===== src/rtl/ir_filter_sched_pkg.sv =====
// Shared types and constants for the IR filter scheduler.
package ir_filter_sched_pkg;

   typedef enum logic [1:0] {
      ST_IDLE  = 2'd0,
      ST_ARM   = 2'd1,
      ST_RUN   = 2'd2,
      ST_DRAIN = 2'd3
   } state_e;

   typedef struct packed {
      logic sof;
      logic sol;
      logic eol;
      logic eof;
   } mark_t;

   localparam int DRAIN_TO_DEF = 1024;

endpackage


===== src/rtl/ir_filter_sched_wdog.sv =====
// DRAIN watchdog: counts enabled cycles since the last clear and flags
// expiry on the LIMIT-th consecutive enabled cycle.
module ir_filter_sched_wdog
   import ir_filter_sched_pkg::*;
#(
   parameter int LIMIT = DRAIN_TO_DEF
) (
   input  logic clk,
   input  logic rst_n,
   input  logic en_i,
   input  logic clr_i,
   output logic expire_o
);

   localparam int CW = $clog2(LIMIT + 1);

   logic [CW-1:0] cnt_q, cnt_d;

   assign expire_o = en_i && (cnt_q >= CW'(LIMIT - 1));

   // next count: clear wins, otherwise advance while enabled
   always_comb begin
      cnt_d = cnt_q;
      if (clr_i)
         cnt_d = '0;
      else if (en_i && !expire_o)
         cnt_d = cnt_q + CW'(1);
   end

   // count register
   always_ff @(posedge clk or negedge rst_n) begin
      if (!rst_n) cnt_q <= '0;
      else        cnt_q <= cnt_d;
   end

endmodule


===== src/rtl/ir_filter_sched.sv =====
// IR filter scheduler: steers one frame of 3x3 windows to the filter engine
// chosen at start of frame and returns that engine's results downstream.
// Optional build macro IR_FILTER_SCHED_STATS_EN adds frame_cnt/err_cnt.
module ir_filter_sched
   import ir_filter_sched_pkg::*;
#(
   parameter int DATA_WIDTH = 8,
   parameter int NUM_FILT   = 4,
   parameter int DRAIN_TO   = DRAIN_TO_DEF
) (
   input  logic                           clk,
   input  logic                           rst_n,
   input  logic [1:0]                     cfg_sel,
   input  logic                           in_val,
   output logic                           in_rdy,
   input  logic [9*DATA_WIDTH-1:0]        in_data,
   input  logic                           in_sof,
   input  logic                           in_sol,
   input  logic                           in_eol,
   input  logic                           in_eof,
   output logic [NUM_FILT-1:0]            f_val,
   input  logic [NUM_FILT-1:0]            f_rdy,
   output logic [9*DATA_WIDTH-1:0]        f_data,
   output logic                           f_sof,
   output logic                           f_sol,
   output logic                           f_eol,
   output logic                           f_eof,
   input  logic [NUM_FILT-1:0]            r_val,
   output logic [NUM_FILT-1:0]            r_rdy,
   input  logic [NUM_FILT*DATA_WIDTH-1:0] r_data,
   input  logic [NUM_FILT-1:0]            r_sof,
   input  logic [NUM_FILT-1:0]            r_sol,
   input  logic [NUM_FILT-1:0]            r_eol,
   input  logic [NUM_FILT-1:0]            r_eof,
   output logic                           out_val,
   input  logic                           out_rdy,
   output logic [DATA_WIDTH-1:0]          out_data,
   output logic                           out_sof,
   output logic                           out_sol,
   output logic                           out_eol,
   output logic                           out_eof,
   output logic                           busy,
   output logic [1:0]                     cur_sel
`ifdef IR_FILTER_SCHED_STATS_EN
   ,
   output logic [15:0]                    frame_cnt,
   output logic [7:0]                     err_cnt
`endif
);

   state_e                state_q, state_d;
   logic [1:0]            sel_q, sel_d;
   logic [NUM_FILT-1:0]   hit;
   logic                  rv, frdy, clamp_c, acc_out, wd_en, wd_clr, wd_exp;
   logic [DATA_WIDTH-1:0] rdat;
   mark_t                 rm;

   // windows and markers are broadcast; only f_val selects the engine
   assign f_data  = in_data;
   assign f_sof   = in_sof;
   assign f_sol   = in_sol;
   assign f_eol   = in_eol;
   assign f_eof   = in_eof;

   assign out_data = rdat;
   assign out_sof  = rm.sof;
   assign out_sol  = rm.sol;
   assign out_eol  = rm.eol;
   assign out_eof  = rm.eof;
   assign busy     = (state_q != ST_IDLE);
   assign cur_sel  = sel_q;
   assign clamp_c  = (int'(cfg_sel) >= NUM_FILT);
   assign acc_out  = out_val && out_rdy;

   // decode the latched engine and mux its ready/result lanes
   always_comb begin
      hit  = '0;
      rv   = 1'b0;
      frdy = 1'b0;
      rdat = '0;
      rm   = '0;
      for (int i = 0; i < NUM_FILT; i++) begin
         if (sel_q == 2'(i)) begin
            hit[i] = 1'b1;
            rv     = r_val[i];
            frdy   = f_rdy[i];
            rdat   = r_data[i*DATA_WIDTH +: DATA_WIDTH];
            rm.sof = r_sof[i];
            rm.sol = r_sol[i];
            rm.eol = r_eol[i];
            rm.eof = r_eof[i];
         end
      end
   end

   // FSM next state and handshake outputs
   always_comb begin
      state_d = state_q;
      sel_d   = sel_q;
      in_rdy  = 1'b0;
      f_val   = '0;
      r_rdy   = '0;
      out_val = 1'b0;
      wd_en   = 1'b0;
      wd_clr  = 1'b1;
      // results only flow while a frame owns an engine; otherwise held back
      if (state_q == ST_RUN || state_q == ST_DRAIN) begin
         out_val = rv;
         r_rdy   = hit & {NUM_FILT{out_rdy}};
      end
      case (state_q)
         ST_IDLE: begin
            in_rdy = ~in_sof;
            if (in_val && in_sof) begin
               state_d = ST_ARM;
               sel_d   = clamp_c ? 2'd0 : cfg_sel;
            end
         end
         ST_ARM: state_d = ST_RUN;
         ST_RUN: begin
            f_val  = hit & {NUM_FILT{in_val}};
            in_rdy = frdy;
            if (in_val && frdy && in_eof) state_d = ST_DRAIN;
         end
         ST_DRAIN: begin
            wd_clr = acc_out;
            wd_en  = ~acc_out;
            if ((acc_out && rm.eof) || wd_exp) state_d = ST_IDLE;
         end
         default: state_d = ST_IDLE;
      endcase
   end

   // state and engine-select registers
   always_ff @(posedge clk or negedge rst_n) begin
      if (!rst_n) begin
         state_q <= ST_IDLE;
         sel_q   <= 2'd0;
      end else begin
         state_q <= state_d;
         sel_q   <= sel_d;
      end
   end

   ir_filter_sched_wdog #(.LIMIT(DRAIN_TO)) u_wdog (
      .clk      (clk),
      .rst_n    (rst_n),
      .en_i     (wd_en),
      .clr_i    (wd_clr),
      .expire_o (wd_exp)
   );

`ifdef IR_FILTER_SCHED_STATS_EN
   logic        drop, clamp, abort, done;
   logic [15:0] frame_q;
   logic [7:0]  err_q;

   assign drop  = (state_q == ST_IDLE) && in_val && !in_sof;
   assign clamp = (state_q == ST_IDLE) && in_val && in_sof && clamp_c;
   assign abort = (state_q == ST_DRAIN) && !acc_out && wd_exp;
   assign done  = (state_q == ST_DRAIN) && acc_out && rm.eof;

   // completed-frame counter (wraps) and error counter (saturates)
   always_ff @(posedge clk or negedge rst_n) begin
      if (!rst_n) begin
         frame_q <= '0;
         err_q   <= '0;
      end else begin
         if (done) frame_q <= frame_q + 16'd1;
         if ((drop || clamp || abort) && err_q != 8'hFF) err_q <= err_q + 8'd1;
      end
   end

   assign frame_cnt = frame_q;
   assign err_cnt   = err_q;
`endif

endmodule

===== config.mk =====
export PLATFORM = sky130hd
export DESIGN_NAME = ir_filter_sched
export DESIGN_NICKNAME = d
export VERILOG_FILES = /design/src/rtl/ir_filter_sched_pkg.sv /design/src/rtl/ir_filter_sched_wdog.sv /design/src/rtl/ir_filter_sched.sv
export SDC_FILE = /design/constraint.sdc
export NUM_CORES = 1
export LEC_CHECK = 0
export CAP_MARGIN = 40
export CORE_MARGIN = 8
export CORE_UTILIZATION = 23
export CTS_CLUSTER_SIZE = 25
export DETAILED_ROUTE_END_ITERATION = 16
export GPL_ROUTABILITY_DRIVEN = 1
export PLACE_DENSITY = 0.78
export SYNTH_ARGS = -nofsm -noshare
export SYNTH_HDL_FRONTEND = slang
export SYNTH_SLANG_ARGS = --single-unit
export TNS_END_PERCENT = 5

===== constraint.sdc =====
create_clock -name clk -period 1.9 [get_ports clk]
set_input_delay 0.38 -clock clk [delete_from_list [all_inputs] [get_ports clk]]
set_output_delay 0.38 -clock clk [all_outputs]
set_load 0.01 [all_outputs]

; ---- After elaboration in Yosys (flattened, before gate mapping)
; Index checks and enable logic that the tools add are counted.
[op_classes]
bitwise_logic = 4
n_shift = 0
order_cmp = 1
mul = 0
n_reduce_logical = 16
muxes = 32
n_addsub = 1
n_eq_ne = 9
div_mod_pow = 0
[op_table]
columns = op, n
row1 = $mux 8, 4
row2 = $mux 4, 6
row3 = $mux 11, 2
row4 = $mux 1, 15
row5 = $add 11x1->11 const B, 1
row6 = $ge 11x10->1 const B, 1
row7 = $and 4x4->4, 2
row8 = $eq 2x2->1 const B, 4
row9 = $pmux 2 s4, 1
row10 = $logic_and 1x1->1, 7
row11 = $mux 2, 3
row12 = $eq 2x1->1 const B, 2
row13 = $logic_not 2->1, 2
row14 = $ne 2x1->1 const B, 2
row15 = $reduce_bool 2->1, 2
row16 = $reduce_and 3->1, 1
row17 = $logic_or 1x1->1, 2
row18 = $ne 2x2->1 const B, 1
row19 = $not 1->1, 2
row20 = $pmux 1 s2, 1
row21 = $reduce_and 2->1, 1
row22 = $logic_not 1->1, 1
[totals]
memories = 0
out_inout_bits = 101
latchBits = 0
rom_bits = 0
ff_bits = 15
ramBits = 0

; ---- Depth between registers and ports, before layout
[logic_depth]
word_depth = 14
depth_mapped = 6
depth_no_buf = 6

; ---- Modules after synthesis
; A second synthesis with hierarchy kept.
[hier_totals]
cells_unflattened = 191
area_unflattened_um2 = 1889.3
[modules_own_cells]
columns = module, instances, seq_area_each_um2, cells_per_inst, area_each_um2
row1 = ir_filter_sched, 1, 100.1, 132, 1268.7
row2 = ir_filter_sched_wdog, 1, 275.3, 59, 620.6

; ---- Worst setup path before layout
; Ideal clock, no wire load.
[synth_timing]
kind = register to output
start = reg sel_q[0], in the netlist cur_sel[0]
end = out out_data[3]
path_stages_with_launch = 4
arrival_time_ps = 1567
n_path_buf = 2
required_time_ps = 1520
slack_ps = -47
cell_sequence = dfrtp_1 -> buf_6 -> buf_1 -> mux4_2
[synth_between]
elab_chain_cells = 5
elab_cells_between_ends = 8
cone_classes = eq/ne (3) / mux (4) / reduce/logical (1)
[synth_rtl]
columns = element, line_no
row1 = "start, declared", ir_filter_sched.sv:52  ; logic [1:0] sel_q, sel_d;
row2 = "start signal, assigned", ir_filter_sched.sv:141  ; sel_q <= sel_d;
row3 = $logic_not 2->1, ir_filter_sched.sv:83  ; if (sel_q == 2'(i)) begin
row4 = $mux 8 (3 in a row), ir_filter_sched.sv:83
row5 = $mux 8 (*), ir_filter_sched.sv:83
row6 = "end, declared", ir_filter_sched.sv:37  ; output logic [DATA_WIDTH-1:0] out_data,
; Mark *: on every way between the ends. The rest lies on a longest branch, timed or not.

; ---- Final worst setup path
[layout_timing]
start = reg sel_q[0], in the netlist cur_sel[0]
end = reg state_q[1]
[layout_between]
elab_chain_cells = 13
elab_cells_between_ends = 28
cone_classes = eq/ne (5) / mux (14) / bitwise (1) / reduce/logical (8)
[layout_rtl]
columns = element, line_no
row1 = $logic_not 2->1, ir_filter_sched.sv:83
row2 = $mux 1 (4 in a row), ir_filter_sched.sv:83
row3 = $mux 1, ir_filter_sched.sv:107  ; if (state_q == ST_RUN || state_q == ST_DRAIN) begin
row4 = $logic_and 1x1->1, ir_filter_sched.sv:73  ; assign acc_out = out_val && out_rdy;
row5 = $not 1->1, ir_filter_sched.sv:127  ; wd_en = ~acc_out;
row6 = $mux 1, ir_filter_sched.sv:111  ; case (state_q)
row7 = $logic_and 1x1->1, ir_filter_sched_wdog.sv:19  ; assign expire_o = en_i && (cnt_q >= CW'(LIMIT - 1));
row8 = $logic_or 1x1->1, ir_filter_sched.sv:128  ; if ((acc_out && rm.eof) || wd_exp) state_d = ST_IDLE;
row9 = $ne 2x1->1 (no line), --
row10 = $reduce_and 3->1 (no line) (*), --
row11 = "end signal, assigned", ir_filter_sched.sv:140  ; state_q <= state_d;
row12 = "end, declared", ir_filter_sched.sv:51  ; state_e state_q, state_d;
; Marked as above.
; A chain may end at the register's enable or synchronous reset.

==> out/results.tsv <==
stage	metric	value	unit
sta	final.period_utilization	110	%
grt	antenna_found_initial	0	
routing	drc	0	
cts	cts_tree	done	
routing	vias	1486	
sta	min_period	2100	ps
routing	drt_iter0_drc	56	
yosys	ys_seq_elements	15	
sta	drv_slew	0	
critical_path	r2r_end	state_q[1]	
grt	grt_pass1_vias	1702	
floorplanning	coreArea	7730	um^2
hold_path	hold_class	in -> async	
yosys	synth-seq-area-share	20.6	%
routing	wl	5390	um
sta	relSlewSlack	59.7	%
yosys	synthCells	192	
critical_path	r2r-start	cur_sel[0]	
outcome	outcome	complete, but fails checks	
yosys	synth_nets	334	
yosys	netlist_area	1820	um^2
outcome	violations	setup timing	
final_layout	final_nets	376	
routing	viasPerCell	4.44	
placement	place_ws	-550	ps
cts	ctsLongestPathBuffers	2	
yosys	synth_cell_type_count	36	
run	maxCapViolations	0	
routing	drtPass1Iterations	4	
sta	fmax	0.477	GHz
floorplanning	dieArea	11000	um^2
final_layout	antennaDiodeCount	0	
final_layout	stdcell_count	335	
placement	hpwl	4640	um
floorplanning	die_h	105	um
final_layout	syn2layout_area_growth	38.6	%
yosys	synth_top_area_share	31.3	%
final_layout	num-fill-cells	781	
grt	grtUsageTotal	9.51	%
critical_path	rr_worst_depth	9	
cts	htreeDepth	1	
grt	grt_pass1_wl	8580	um
final_layout	drive_above_1_share	30.9	%
critical_path	cp.arrival	2240	ps
routing	drtAntennaViolNets	0	
cts	tritoncts_num_sinks	15	
power_and_ir_drop	powerDensity	1120	nW/um^2
sta	finClkSkew	4.72	ps
sta	grt_setup_unrepaired	yes	
placement	dp_cells	327	
critical_path	required	2040	ps
power_and_ir_drop	p_total	2.83	mW
critical_path	crit_fanout	4	
power_and_ir_drop	p_leak	1.05	nW
cts	cts_hold_buffers	0	
critical_path	start_kind	flop	
sta	layout_setup_ws	-198	ps
grt	grt-ovfl-total	0	
cts	numCtsBuffers	3	
power_and_ir_drop	ir_drop	0.000571	V
cts	clk_latency	250	ps
final_layout	fin_util	32.7	%
floorplanning	num_rows	32	
grt	grt_max_degree	16	
yosys	syn_avg_cell_area	9.50	um^2
critical_path	rrSetupSlack	-200	ps
critical_path	endpoint_kind	flop	
sta	worstMarginPinSlew	602	ps
floorplanning	die_w	105	um
cts	cts_root_buffer	clkbuf_8	
yosys	synth.largest_area_cell	buf_4	
critical_path	path_class	reg -> reg	
sta	setup_viol	16	
yosys	ys.warnings.count	0	
floorplanning	boundaryPins	239	
placement	gp_congestion	0.748	
yosys	synth_area_leaders	buf_4 31%, dfrtp_1 21%, mux4_1 8.6%, mux4_2 8.6%, nor2_1 4.5%	
placement	port_buffers	90	
floorplanning	start_util	23.6	%
routing	wl_per_cell	16.1	um
critical_path	worstSetupStartpoint	cur_sel[0]	
sta	fin_setup_tns	-1600	ps
cts	clkTransAtPathRegs	60	ps
sta	finalHoldViolations	0	
==> area by class of cell <==
class                           count  area (um^2)  share of cell area (%)
Clock buffer                        4         45.0                    1.78
Inverter                            4         15.0                   0.594
Multi-Input combinational cell     93          887                    35.1
Sequential cell                    15          378                    14.9
Tap cell                          102          128                    5.05
Timing Repair Buffer              117         1080                    42.6
==> synth_stat cells (all sizes together) <==
| cell type | count |
|---|---|
| a211oi | 2 |
| a2bb2oi | 1 |
| and4b | 1 |
| o32a | 1 |
| a41oi | 1 |
| clkbuf | 2 |
| nor3 | 2 |
| xor2 | 3 |
| ha | 4 |
| inv | 4 |
| a31oi | 1 |
| o21a | 1 |
| nand3 | 3 |
| mux4 | 13 |
| a221oi | 1 |
| a22o | 2 |
| nor2 | 23 |
| dfrtp | 15 |
| buf | 78 |
| nand4 | 2 |
| and3b | 1 |
| xnor2 | 5 |
| and2 | 1 |
| and3 | 2 |
| nor2b | 1 |
| nand2 | 11 |
| nand2b | 2 |
| mux2i | 2 |
| o21ai | 3 |
| mux2 | 4 |
==> state kept, by name, summed over array words and instances, names as in the netlist <==
signal	flops
cur_sel	2
state_q	2
u_wdog.cnt_q	11
==> cell usage in the layout, fill, tap and decap left out, drive strengths merged, types with 2 or more instances in the layout <==
| master | count |
|---|---|
| xor2 | 3 |
| nand4 | 2 |
| and3 | 2 |
| ha | 4 |
| buf | 38 |
| nand2b | 2 |
| mux2 | 4 |
| a22o | 2 |
| nor2 | 23 |
| dlygate4sd2 | 9 |
| nor3 | 2 |
| nand3 | 3 |
| o21ai | 3 |
| a211oi | 2 |
| dfrtp | 15 |
| mux2i | 2 |
| clkbuf | 6 |
| mux4 | 13 |
| inv | 4 |
| nand2 | 11 |
| clkdlybuf4s50 | 67 |
| xnor2 | 5 |
==> power breakdown <==
part / internal (mW) / switching, mW / total (mW)
Combinational: 1.24 / 0.859 / 2.10
Sequential: 0.382 / 0.0881 / 0.471
Clock: 0.149 / 0.118 / 0.266
==> per-stage QoR <==
| stage | instance area (um^2) | hold slack [ps] |
|---|---|---|
| finish | 2530 | 451 |
| global route | 2530 | 491 |
| CTS | 2500 | 458 |
| detailed placement | 2430 | 507 |
| global placement | 2430 | 487 |
| floorplan | 1830 | 84.4 |
==> worst max-delay path by stage <==
stage	to	slack, ps	cells past startpoint
after floorplan	out_val	20	4
after global placement	out_val	-560	5
after detailed placement	out_val	-550	5
after CTS	state_q[1]	-240	9
after global routing	state_q[1]	-260	9
final	state_q[1]	-200	9
==> worst max-delay path, cell delays in order (launching register included) <==
cell and delay [ps]:
dfrtp_2 440, buf_6 140, buf_6 110, mux2i_4 180, buf_6 120, a2bb2oi_4 160, buf_6 120, and2_4 140
a221oi_4 260, mux2_4 320
==> cell families after synthesis <==
logic type      share of synthesized area [%]
buf+inv                                  33.3
simple gates                             12.4
mux                                      21.1
flops                                    20.6
compound gates                           6.04
xor+xnor                                 3.84
fa+ha+maj                                2.74
==> per-layer routing <==
layer	vias to the layer above	share of wire, %	track usage (%)	wire [um]
met5	-	0	0	0
met4	0	4.0	5.50	214
met3	34	9.8	3.81	530
met2	94	52	17.3	2820
met1	694	34	8.80	1830
li1	664	-	-	-
==> repair_timing <==
action,in CTS,in global routing
pin swaps,3,1
cloned,0,0
setup buffers,3,1
gates resized for setup,76,12
setup endpoints to repair,26,25
Power figures use the tool's default switching activity.
